<file path="config.mk">
export PLATFORM = sky130hd
export DESIGN_NAME = serial_product_receiver_flat
export DESIGN_NICKNAME = d
export VERILOG_FILES = /design/src/rtl/sam_pkg.sv /design/src/rtl/serial_product_receiver_if.sv /design/src/rtl/sipo_shift_reg.sv /design/src/rtl/serial_product_receiver.sv /design/src/flat_wrapper.sv
export SDC_FILE = /design/constraint.sdc
export NUM_CORES = 1
export LEC_CHECK = 0
export BUFFER_PORTS_ARGS = -buffer_cell sky130_fd_sc_hd__buf_4
export CAP_MARGIN = 0
export CORE_UTILIZATION = 46
export DETAILED_ROUTE_END_ITERATION = 10
export GPL_TIMING_DRIVEN = 1
export PLACE_DENSITY = 0.66
export SLEW_MARGIN = 10
export SYNTH_ARGS = -nofsm -noshare
export SYNTH_HDL_FRONTEND = slang
export SYNTH_HIERARCHICAL = 1
export SYNTH_SLANG_ARGS = --single-unit
</file>
<file path="constraint.sdc">
create_clock -name clk -period 1.7 [get_ports clk]
set_clock_uncertainty 0.2 [all_clocks]
set_input_delay 0.17 -clock clk [delete_from_list [all_inputs] [get_ports clk]]
set_output_delay 0.17 -clock clk [all_outputs]
set_load 0.02 [all_outputs]
</file>
<file path="src/rtl/sam_pkg.sv">
`default_nettype none
// ============================================================================
// Module   : sam_pkg
// Brief    : Shared types and helpers for the shift-add multiplier product path.
// Revision : 1.0
// ============================================================================
package sam_pkg;

    typedef enum logic [1:0] {
        ST_IDLE    = 2'd0,
        ST_SKEW    = 2'd1,
        ST_COLLECT = 2'd2
    } state_t;

    localparam int unsigned N_DEFAULT = 32;
    localparam int unsigned PW        = 2 * N_DEFAULT;

    function automatic int unsigned clog2(input int unsigned value);
        int unsigned r;
        r = 0;
        while ((64'd1 << r) < 64'(value)) begin
            r = r + 1;
        end
        return r;
    endfunction

    function automatic int unsigned prod_width(input int unsigned n);
        return 2 * n;
    endfunction

endpackage
`default_nettype wire

</file>
<file path="src/rtl/serial_product_receiver_if.sv">
`default_nettype none
// ============================================================================
// Module   : serial_product_receiver_if
// Brief    : Frame control, serial stream and product handshake bundle.
// Revision : 1.0
// ============================================================================
interface serial_product_receiver_if #(
    parameter int N = 32
);
    logic           start;
    logic           serial_in;
    logic [2*N-1:0] prod_data;
    logic           prod_valid;
    logic           prod_ready;
    logic           busy;
    logic           overrun;
    logic           overrun_clr;

    // master: the receiver producing words; slave: the consumer/stimulus side
    modport master (
        input  start, serial_in, prod_ready, overrun_clr,
        output prod_data, prod_valid, busy, overrun
    );

    modport slave (
        output start, serial_in, prod_ready, overrun_clr,
        input  prod_data, prod_valid, busy, overrun
    );
endinterface
`default_nettype wire

</file>
<file path="src/rtl/sipo_shift_reg.sv">
`default_nettype none
// ============================================================================
// Module   : sipo_shift_reg
// Brief    : Right-shifting SIPO register, serial input enters at the MSB.
// Revision : 1.0
// ============================================================================
module sipo_shift_reg #(
    parameter int W = 8
) (
    input  wire logic         clk,
    input  wire logic         rst,
    input  wire logic         clr,
    input  wire logic         shift_en,
    input  wire logic         serial_in,
    output logic [W-1:0]      q
);
    always_ff @(posedge clk) begin
        if (rst || clr) begin
            q <= '0;
        end else if (shift_en) begin
            q <= {serial_in, q[W-1:1]};
        end
    end
endmodule
`default_nettype wire

</file>
<file path="src/rtl/serial_product_receiver.sv">
`default_nettype none
// ============================================================================
// Module   : serial_product_receiver
// Brief    : Deserialises the LSB-first multiplier product and hands it off.
// Revision : 1.0
// ============================================================================
module serial_product_receiver
    import sam_pkg::*;
#(
    parameter int N    = 32,
    parameter int SKEW = 1
) (
    input  wire logic              clk,
    input  wire logic              rst,
    serial_product_receiver_if.master bus
);
    localparam int             PW_L      = int'(prod_width(N));
    localparam int             CW        = int'(clog2(PW_L));
    localparam logic [CW-1:0]  BIT_LAST  = CW'(PW_L - 1);
    localparam logic [1:0]     SKEW_LAST = (SKEW > 1) ? 2'(SKEW - 2) : 2'd0;
    localparam state_t         ST_FIRST  = (SKEW == 1) ? ST_COLLECT : ST_SKEW;

    state_t          r_state;
    state_t          w_state_next;
    logic [1:0]      r_skew_cnt;
    logic [CW-1:0]   r_bit_cnt;
    logic [PW_L-1:0] w_shreg;
    logic [PW_L-1:0] w_word;
    logic [PW_L-1:0] r_prod_data;
    logic            r_prod_valid;
    logic            r_overrun;
    logic            w_collect;
    logic            w_complete;
    logic            w_overrun_set;

    assign w_collect     = (r_state == ST_COLLECT);
    assign w_complete    = w_collect && (r_bit_cnt == BIT_LAST);
    // The final bit is still on serial_in at the completion edge
    assign w_word        = {bus.serial_in, w_shreg[PW_L-1:1]};
    assign w_overrun_set = w_complete && r_prod_valid && !bus.prod_ready;

    sipo_shift_reg #(.W(PW_L)) u_sipo (
        .clk       (clk),
        .rst       (rst),
        .clr       (bus.start),
        .shift_en  (w_collect),
        .serial_in (bus.serial_in),
        .q         (w_shreg)
    );

    always_ff @(posedge clk) begin
        if (rst) begin
            r_state <= ST_IDLE;
        end else begin
            r_state <= w_state_next;
        end
    end

    always_comb begin
        w_state_next = r_state;
        if (bus.start) begin
            w_state_next = ST_FIRST;
        end else begin
            case (r_state)
                ST_SKEW:    if (r_skew_cnt == SKEW_LAST) w_state_next = ST_COLLECT;
                ST_COLLECT: if (r_bit_cnt == BIT_LAST)   w_state_next = ST_IDLE;
                default:    w_state_next = r_state;
            endcase
        end
    end

    always_ff @(posedge clk) begin
        if (rst || bus.start) begin
            r_skew_cnt <= 2'd0;
            r_bit_cnt  <= '0;
        end else begin
            if (r_state == ST_SKEW) begin
                r_skew_cnt <= r_skew_cnt + 2'd1;
            end
            if (w_collect) begin
                r_bit_cnt <= w_complete ? '0 : r_bit_cnt + CW'(1);
            end
        end
    end

    // A completion always wins over an accept on the same edge
    always_ff @(posedge clk) begin
        if (rst) begin
            r_prod_data  <= '0;
            r_prod_valid <= 1'b0;
            r_overrun    <= 1'b0;
        end else begin
            if (w_complete) begin
                r_prod_data  <= w_word;
                r_prod_valid <= 1'b1;
            end else if (r_prod_valid && bus.prod_ready) begin
                r_prod_valid <= 1'b0;
            end
            if (w_overrun_set) begin
                r_overrun <= 1'b1;
            end else if (bus.overrun_clr) begin
                r_overrun <= 1'b0;
            end
        end
    end

    assign bus.prod_data  = r_prod_data;
    assign bus.prod_valid = r_prod_valid;
    assign bus.overrun    = r_overrun;
    assign bus.busy       = (r_state != ST_IDLE);

endmodule
`default_nettype wire

</file>
<file path="src/flat_wrapper.sv">
// flat-port wrapper written by rule: the top's interface ports become plain ports
module serial_product_receiver_flat import sam_pkg::*;
#(
    parameter int N    = 32,
    parameter int SKEW = 1
)
  (clk, rst, bus_start, bus_serial_in, bus_prod_ready, bus_overrun_clr, bus_prod_data, bus_prod_valid, bus_busy, bus_overrun);
  serial_product_receiver_if #(.N(N)) bus_i ();
  input  wire logic clk;
  input  wire logic rst;
  input wire logic [$bits(bus_i.start)-1:0] bus_start;
  input wire logic [$bits(bus_i.serial_in)-1:0] bus_serial_in;
  input wire logic [$bits(bus_i.prod_ready)-1:0] bus_prod_ready;
  input wire logic [$bits(bus_i.overrun_clr)-1:0] bus_overrun_clr;
  output wire logic [$bits(bus_i.prod_data)-1:0] bus_prod_data;
  output wire logic [$bits(bus_i.prod_valid)-1:0] bus_prod_valid;
  output wire logic [$bits(bus_i.busy)-1:0] bus_busy;
  output wire logic [$bits(bus_i.overrun)-1:0] bus_overrun;
  assign bus_i.start = bus_start;
  assign bus_i.serial_in = bus_serial_in;
  assign bus_i.prod_ready = bus_prod_ready;
  assign bus_i.overrun_clr = bus_overrun_clr;
  assign bus_prod_data = bus_i.prod_data;
  assign bus_prod_valid = bus_i.prod_valid;
  assign bus_busy = bus_i.busy;
  assign bus_overrun = bus_i.overrun;
  serial_product_receiver #(.N(N), .SKEW(SKEW)) u_core (.clk(clk), .rst(rst), .bus(bus_i));
endmodule
</file>
Word level (Yosys, flattened, before mapping) --
Cells that the tools add are included.
Storage, ports and cells: flip-flop bits (word level) 140, bits in latches 0, RAM bits 0, bits in read-only memories 0, input port bits 6, output and inout bits 67, word-level logic and storage cells 41, memories 0
Cells by class: add/sub/neg operators 2, multipliers 0, divide/modulo/power cells 0, $lt $le $gt $ge 0, equal/unequal tests 7, shift operators 0, mux-type cells 9, bitwise gates (word level) 0, reduce and logical (&&, ||, !) cells 15
Operators with widths (number):
- nonzero test 2 bit | 4
- adder 6 x 1 -> 6 bit, second input constant | 1
- == test 6 bit, second input constant | 1
- two-way mux 2 bit | 3
- two-way mux 6 bit | 1
- AND reduction 3 bit | 2
- logical AND 1 bit | 4
- two-way mux 1 bit | 4
- case mux 2 bit (2 select lines) | 1
- inequality test 3 x 2 -> 1 bit, second input constant | 1
- inequality test 3 bit, second input constant | 1
- nonzero test 3 bit | 1
- adder 2 x 1 -> 2 bit, second input constant | 1
- == test 2 x 1 -> 1 bit, second input constant | 1
- == test 2 bit, second input constant | 1
- zero test 2 bit | 1
- inequality test 2 x 1 -> 1 bit, second input constant | 1
- inequality test 2 bit, second input constant | 1
- OR reduction 2 bit | 1
- zero test 1 bit | 1
- logical OR 1 bit | 1

Longest topological paths before layout --
Gate-level depths: netlist of the first run.
depth after elaboration 5, depth in mapped cells 6, mapped depth without buffers 4

Hierarchy --
Netlist of the first run, hierarchy kept.
By module, submodules not included:
- serial_product_receiver | instances 1, cells each 398, area an instance 3291.9 um2, seq. area each 1461.4 um2
- sipo_shift_reg | instances 1, cells each 207, area an instance 2348.5 um2, seq. area each 1281.2 um2

Worst setup path before layout of the first run --
No wires, ideal clock.
path type register to register, start point register u_core.r_state[1], end point register u_core.r_prod_data[37] (netlist: u_core/bus.prod_data[37]), library setup time 0.069 ns, data arrival time 1.378 ns, data required time 1.431 ns, slack 0.054 ns, stages on the path, launching flop included 7, path buffers 3, clock period less this slack 1.646 ns, cells stage by stage dfxtp_1 > buf_4 > nand4_2 > or2_1 > buf_6 > buf_6 > o21ai_1
Between the ends: word-level cells in the longest chain between the ends 2
Ends and longest elaborated chain:
- start: declaration | line serial_product_receiver.sv:23 | state_t r_state;
- start signal: assignment | line serial_product_receiver.sv:55 | r_state <= w_state_next;
- == test 2 bit | line serial_product_receiver.sv:36 | assign w_collect = (r_state == ST_COLLECT);
- logical AND 1 bit | line serial_product_receiver.sv:37 | assign w_complete = w_collect && (r_bit_cnt == BIT_LAST);
- end signal: assignment | line serial_product_receiver.sv:94 | r_prod_data <= w_word;
- end: declaration | line serial_product_receiver.sv:29 | logic [PW_L-1:0] r_prod_data;
Every way passes these cells. A chain may end at the register's enable or synchronous reset.

Final worst setup path of the first run --
start point register u_core.r_bit_cnt[1], end point register u_core.r_overrun (netlist: u_core/bus.overrun)
Between the ends: word-level cells in the longest chain between the ends 5, elaborated cells on any way between the ends 6, those cells by class eq/ne: 1; mux: 1; reduce/logical: 4
Ends and longest elaborated chain:
- start: declaration | line serial_product_receiver.sv:26 | logic [CW-1:0] r_bit_cnt;
- start signal: assignment | line serial_product_receiver.sv:81 | r_bit_cnt <= w_complete ? '0 : r_bit_cnt + CW'(1);
- == test 6 bit * | line serial_product_receiver.sv:37
- logical AND 1 bit * | line serial_product_receiver.sv:37
- logical AND 1 bit * (2 in series) | line serial_product_receiver.sv:40 | assign w_overrun_set = w_complete && r_prod_valid && !bus.prod_ready;
- two-way mux 1 bit or nonzero test 2 bit (tied branches)
- end signal: assignment | line serial_product_receiver.sv:91 | r_overrun <= 1'b0;
- end signal: assignment | line serial_product_receiver.sv:100 | r_overrun <= 1'b1;
- end signal: assignment | line serial_product_receiver.sv:102 | r_overrun <= 1'b0;
- end: declaration | line serial_product_receiver.sv:31 | logic r_overrun;
Mark *: on every way between the ends. The rest lies on a longest branch, timed or not.

==> results.md, run 1 <==
* Slew Limit Fails at 0
* Max Clk Rate at approximately 600 MHz
* CTS Buffer Depth at 2
* Max IR drop VDD at 0.5152 mV
* Hold Fails Final Rpt at 0
* Synthesized netlist net count at a little over 600
* Critical path cell sequence: ha_2, nand4_2, buf_4, o32a_1, nor2_1
* Layout cells sized above 1 at 0.1807
* RR Endpoint: u_core/bus.overrun$_SDFFE_PP0P_
* CP Depth at 5
* Die Ht at about 110 um
* Setup violations, final at 0
* CTS tree: done
* Vias per cell at approximately 5.1
* Routed WL at 11.12 mm
* Nets at between 600 and 700
* Initial antenna violation count at 0
* Vias in the first global route at 3938
* RSZ-0062 raised after global routing: yes
* Pwr/cell area at 1043 nW/um2
* Post-DP Area at 6122 um2
* Required time worst endpoint at 1.85 ns
* CP endpoint: u_core/bus.overrun$_SDFFE_PP0P_
* Clock tree sinks at 136
* Die area at roughly 13000 um2
* Lkg Pwr at 2.544 nW
* Routed wire per std cell at 13.59 um
* GPL Wtd Cong at around 0.72
* Syn_area_per_cell at 9.313 um2
* CP Launch Point: u_core/r_bit_cnt[1]$_SDFFE_PP0P_
* Gate count of the mapped netlist at about 600
* Crit path max-delay family: flip-flops
* R2r startpoint: u_core/r_bit_cnt[1]$_SDFFE_PP0P_
* PortBufs at between 70 and 80
* Final period utilization at 0.9786
* Fin util at 0.5807
* H-tree Lvls at 4
* Antenna Nets Post-Route at 0
* Antenna diode count at 0
* Worst setup margin at 0.03632 ns
* Syn Std Cell Area at 5607 um2
* Initial DRC count at 215
* I/O Pins at 73
* Status: completed
* Worst Tran Pin Value at 0.5696 ns
* Relative slew slack at 0.6203
* Post-placement setup slack at 0.02422 ns
* Clk pin slew, worst setup/hold paths at 0.06 ns
* Worst-case reg-to-reg path depth at 5
* Crit path time final at 1.664 ns
* Worst EP arrival at roughly 1.8 ns
* Clk Latency, worst-skew pair at 0.41 ns
* Register area at 2726 um2
* Fill count at 1051
* Grt ovf at 0
* Pin count of the biggest net entering global routing at 64
* Die width at 112.4 um
* Core Area at 11660 um2
* Hold crit path type: register to register
* First-pass GRT wire length at approximately 19 mm
* Clock tree root buffer cell: clkbuf_16
* Drt pass-1 iters at 4
* Reg-to-reg slack, setup at about 0.036 ns
* CP Class: register to register
* Site Rows at 39
* Hold_sp: u_core/u_sipo/q[31]$_SDFFE_PP0P_
* Via Count at 4177
* Footprint of the multi-input gates at about 2500 um2
* Worst setup EP type: register
* Area delta synth->final at 20.80%
* Setup bufs post-CTS at 0
* CP bufs+invs at 1
* Synth Warn # at 6
* Setup crit start kind: register
* HPWL Detailed at 6.665 mm
* Max cap viols at 0
* Highest cell delay on the worst timing path at 0.36 ns
* Worst path slowest cell: dfxtp_1
* CTS buffer count at 17
* Worst Path Max Fanout at 27
* Initial Util at 0.4807
* Global Route Usage Sum at 0.1851
* Residual DRC count at 0
* Cell area after layout at 6773 um2
[area by class of cell]
| type | instances | share of cell area |
|---|---|---|
| Clock inverter | 7 | 0.01330 |
| Clock buffer | 25 | 0.07464 |
| Sequential cell | 136 | 0.4025 |
| Timing Repair Buffer | 92 | 0.1112 |
| Tap cell | 143 | 0.02642 |
| Inverter | 1 | 0.0005542 |
| Multi-Input combinational cell | 414 | 0.3713 |
[how the worst min path moves through the flow]
stage                                            end  slack (ns)  cells after the start
2_1_floorplan       u_core/r_bit_cnt[1]$_SDFFE_PP0P_        0.05                      1
3_3_place_gp        u_core/r_bit_cnt[2]$_SDFFE_PP0P_        0.22                      2
3_5_place_dp        u_core/r_bit_cnt[4]$_SDFFE_PP0P_        0.22                      2
4_1_cts        u_core/bus.prod_data[39]$_SDFFE_PP0N_        0.28                      2
5_1_grt         u_core/bus.prod_data[1]$_SDFFE_PP0N_        0.30                      2
6_report       u_core/bus.prod_data[30]$_SDFFE_PP0N_        0.28                      2
[tightest hold or removal path, delay by kind of cell (launching register included)]
family | cells | cell delay [ns]
AOI/OAI and AO/OA | 1 | 0.05
and+or+nand+nor | 1 | 0.07
DFF | 1 | 0.32
[per-layer routing]
layer  global-route usage  share of wire  vias to the layer above
li1                     -              -                     2115
met1               0.2384           0.49                     1963
met5                    0              0                        -
met4              0.07200          0.015                        0
met2               0.2948           0.46                       82
met3              0.05184          0.043                       17
[sequential cells by signal, indices dropped and copies added, names as in the netlist]
| signal | cells |
|---|---|
| u_core/bus.prod_data | 64 |
| u_core/u_sipo/q | 63 |
| u_core/r_state | 1 |
| u_core/bus.prod_valid | 1 |
| u_core/r_bit_cnt | 6 |
| u_core/bus.overrun | 1 |
[what timing repair did]
action | CTS | global route
gates resized for setup | 0 | 3
endpoints found under the hold margin | 16 | 0
hold buffers | 5 | 0
endpoints found under the setup margin | 0 | 63
[layout by cell type (no fill, tap or decap), drive strengths merged]
master	count
clkbuf	25
nor2b	64
nor3	3
bufinv	2
mux2i	64
nand4	2
dfxtp	136
nand2	4
o32a	1
dlygate4sd3	5
or2	2
buf	87
ha	1
nand2b	65
nor2	68
inv	1
nor4	1
a211oi	1
clkinv	3
or3	1
xor2	3
o21ai	131
a21oi	2
clkinvlp	2
nor4b	1
[power breakdown]
part | internal (mW) | total [mW] | leakage (nW) | switching [mW]
clock network | 2.35 | 3.64 | 0.289 | 1.29
logic | 0.101 | 0.231 | 1.16 | 0.130
registers | 3.19 | 3.20 | 1.10 | 0.00441
[through the flow]
step / power (mW) / cells / setup TNS, ns / hold slack [ns]
after floorplan: 3.478 / 602 / 0 / 0.04851
after global placement: 3.487 / 781 / 0 / 0.2178
after detailed placement: 3.489 / 781 / 0 / 0.2196
after CTS: 7.143 / 818 / 0 / 0.2835
after global routing: 7.299 / 818 / -0.2056 / 0.3006
final: 7.063 / 818 / 0 / 0.2792
(Power assumes the default switching activity.)
==> inputs of run 2 (changes only) <==
--- a/config.mk
+++ b/config.mk
@@ -7,10 +7,11 @@
 export LEC_CHECK = 0
 export BUFFER_PORTS_ARGS = -buffer_cell sky130_fd_sc_hd__buf_4
 export CAP_MARGIN = 0
-export CORE_UTILIZATION = 46
+export CORE_MARGIN = 1.5
+export CORE_UTILIZATION = 57
 export DETAILED_ROUTE_END_ITERATION = 10
 export GPL_TIMING_DRIVEN = 1
-export PLACE_DENSITY = 0.66
+export PLACE_DENSITY = 0.79
 export SLEW_MARGIN = 10
 export SYNTH_ARGS = -nofsm -noshare
 export SYNTH_HDL_FRONTEND = slang
==> results.md, run 2 (synthesis results as in run 1) <==
* Status: finished, violations left
* Failing checks: DRC
* Die area at 10440 um2
* Antenna diode count at 0
* Max cap viols at 0
* Clock tree sinks at between 100 and 150
* Worst-case reg-to-reg path depth at 5
* Initial antenna violation count at 0
* CTS Buffer Depth at 2
* Reg-to-reg slack, setup at 0.06 ns
* CP endpoint: u_core/bus.prod_data[34]$_SDFFE_PP0N_
* Grt ovf at 0
* Nets at 668
* Setup_tns at 0 ns
* Site Rows at 36
* Fill count at 752
* Initial DRC count at between 150 and 200
* Lkg Pwr at 2.515 nW
* Max IR drop VDD at around 0.55 mV
* Fin util at 0.6982
* Vias in the first global route at 3861
* Pwr/cell area at 1003 nW/um2
* Relative slew slack at 0.5834
* Die width at just over 100 um
* Layout cells sized above 1 at 0.1810
* I/O Pins at 73
* Via Count at 4204
* Antenna Nets Post-Route at 0
* CP Class: register to register
* RSZ-0062 raised after global routing: yes
* Clk pin slew, worst setup/hold paths at 0.06 ns
* CTS tree: done
* Residual DRC count at 2
* Vias per cell at 5.209
* RR Endpoint: u_core/bus.prod_data[34]$_SDFFE_PP0N_
* HPWL Detailed at between 6 and 7 mm
* Setup crit start kind: register
* Clock tree root buffer cell: clkbuf_8
* Max Clk Rate at 608.4 MHz
* Placed insts at 769
* Global Route Usage Sum at 0.2174
* H-tree Lvls at 4
* Max reg flops at 64
* CTS buffer count at 17
* Initial Util at 0.5816
* R2r startpoint: u_core/r_bit_cnt[1]$_SDFFE_PP0P_
* Hold crit path type: primary input to register
* Pin count of the biggest net entering global routing at between 70 and 80
* Drt pass-1 iters at 7
* Worst EP arrival at 1.88 ns
* PortBufs at 72
* Routed wire per std cell at 13.51 um
* GPL Wtd Cong at 0.6813
* Worst Tran Pin Value at 0.6249 ns
* Setup violations, final at 0
* Most frequent cells in the layout: dfxtp_1, buf_4, o21ai_0
* Routed WL at 10.91 mm
* First-pass GRT wire length at 18.02 mm
* Final period utilization at 0.9668
* Clk Latency, worst-skew pair at roughly 0.50 ns
* Required time worst endpoint at between 1.5 and 2 ns
* Non-Filler Instances at slightly above 800
* Crit path time final at 1.644 ns
* Worst Path Max Fanout at 41
* Slew Limit Fails at 0
* Die Ht at 102.2 um
* Hold Fails Final Rpt at 0
* Worst setup EP type: register
* Core Area at 9639 um2
* Area delta synth->final at 20.04%
* Commonest non-fill, non-tap cell in the layout: dfxtp_1
* CP Launch Point: u_core/r_bit_cnt[1]$_SDFFE_PP0P_
* Hold path depth at 3
[run 2: worst min path at each step]
stage / start / to
6_report: bus_start / u_core/r_bit_cnt[4]$_SDFFE_PP0P_
3_5_place_dp: bus_start / u_core/r_bit_cnt[4]$_SDFFE_PP0P_
3_3_place_gp: bus_start / u_core/r_bit_cnt[2]$_SDFFE_PP0P_
2_1_floorplan: bus_start / u_core/r_bit_cnt[1]$_SDFFE_PP0P_
5_1_grt: bus_start / u_core/r_bit_cnt[4]$_SDFFE_PP0P_
4_1_cts: bus_start / u_core/r_bit_cnt[4]$_SDFFE_PP0P_
[run 2: worst max-delay path, stage by stage (launching register included)]
cell     delay (ns)
dfxtp_1        0.36
ha_2           0.21
nand4_2        0.15
or2_4          0.29
buf_12         0.18
o21ai_1        0.16
[run 2: through the flow]
stage | area (um2) | hold WS [ns] | setup slack [ns] | power, mW
6_report | 6730 | 0.2555 | 0.05647 | 6.752
5_1_grt | 6730 | 0.2481 | -0.05260 | 6.954
4_1_cts | 6724 | 0.2233 | 0.01444 | 6.806
3_5_place_dp | 6082 | 0.2153 | -0.01147 | 3.485
3_3_place_gp | 6082 | 0.2141 | 0.09052 | 3.482
2_1_floorplan | 5607 | 0.04851 | 0.05379 | 3.478
[run 2: per-layer routing]
| layer | track usage | vias to the layer above | part of all wire |
|---|---|---|---|
| met5 | 0 | - | 0 |
| met4 | 0.08114 | 0 | 0.0097 |
| met3 | 0.04651 | 12 | 0.044 |
| met2 | 0.3637 | 113 | 0.49 |
| met1 | 0.2765 | 1949 | 0.45 |
| li1 | - | 2130 | - |
[run 2: what timing repair did]
action                                 in CTS  in global routing
setup endpoints to repair                   7                 35
buffers inserted                            0                  0
hold buffers                                5                  0
resized for setup                           3                  8
endpoints found under the hold margin      11                  0
gates cloned                                1                  0
[run 2: power breakdown]
part	internal (mW)	switching [mW]	total (mW)
combinational	0.113	0.131	0.244
sequential	3.19	0.00620	3.20
clock	1.95	1.36	3.31
[run 2: cell type report]
class | instances | area [um2] | share of cell area
repair buffers | 91 | 773.2 | 0.1149
clock inverters | 13 | 123.9 | 0.01840
multi-input cells | 414 | 2515 | 0.3737
clock buffers | 19 | 421.7 | 0.06265
well taps | 133 | 166.4 | 0.02473
inverters | 1 | 3.754 | 0.0005577
flip-flops and latches | 136 | 2726 | 0.4051
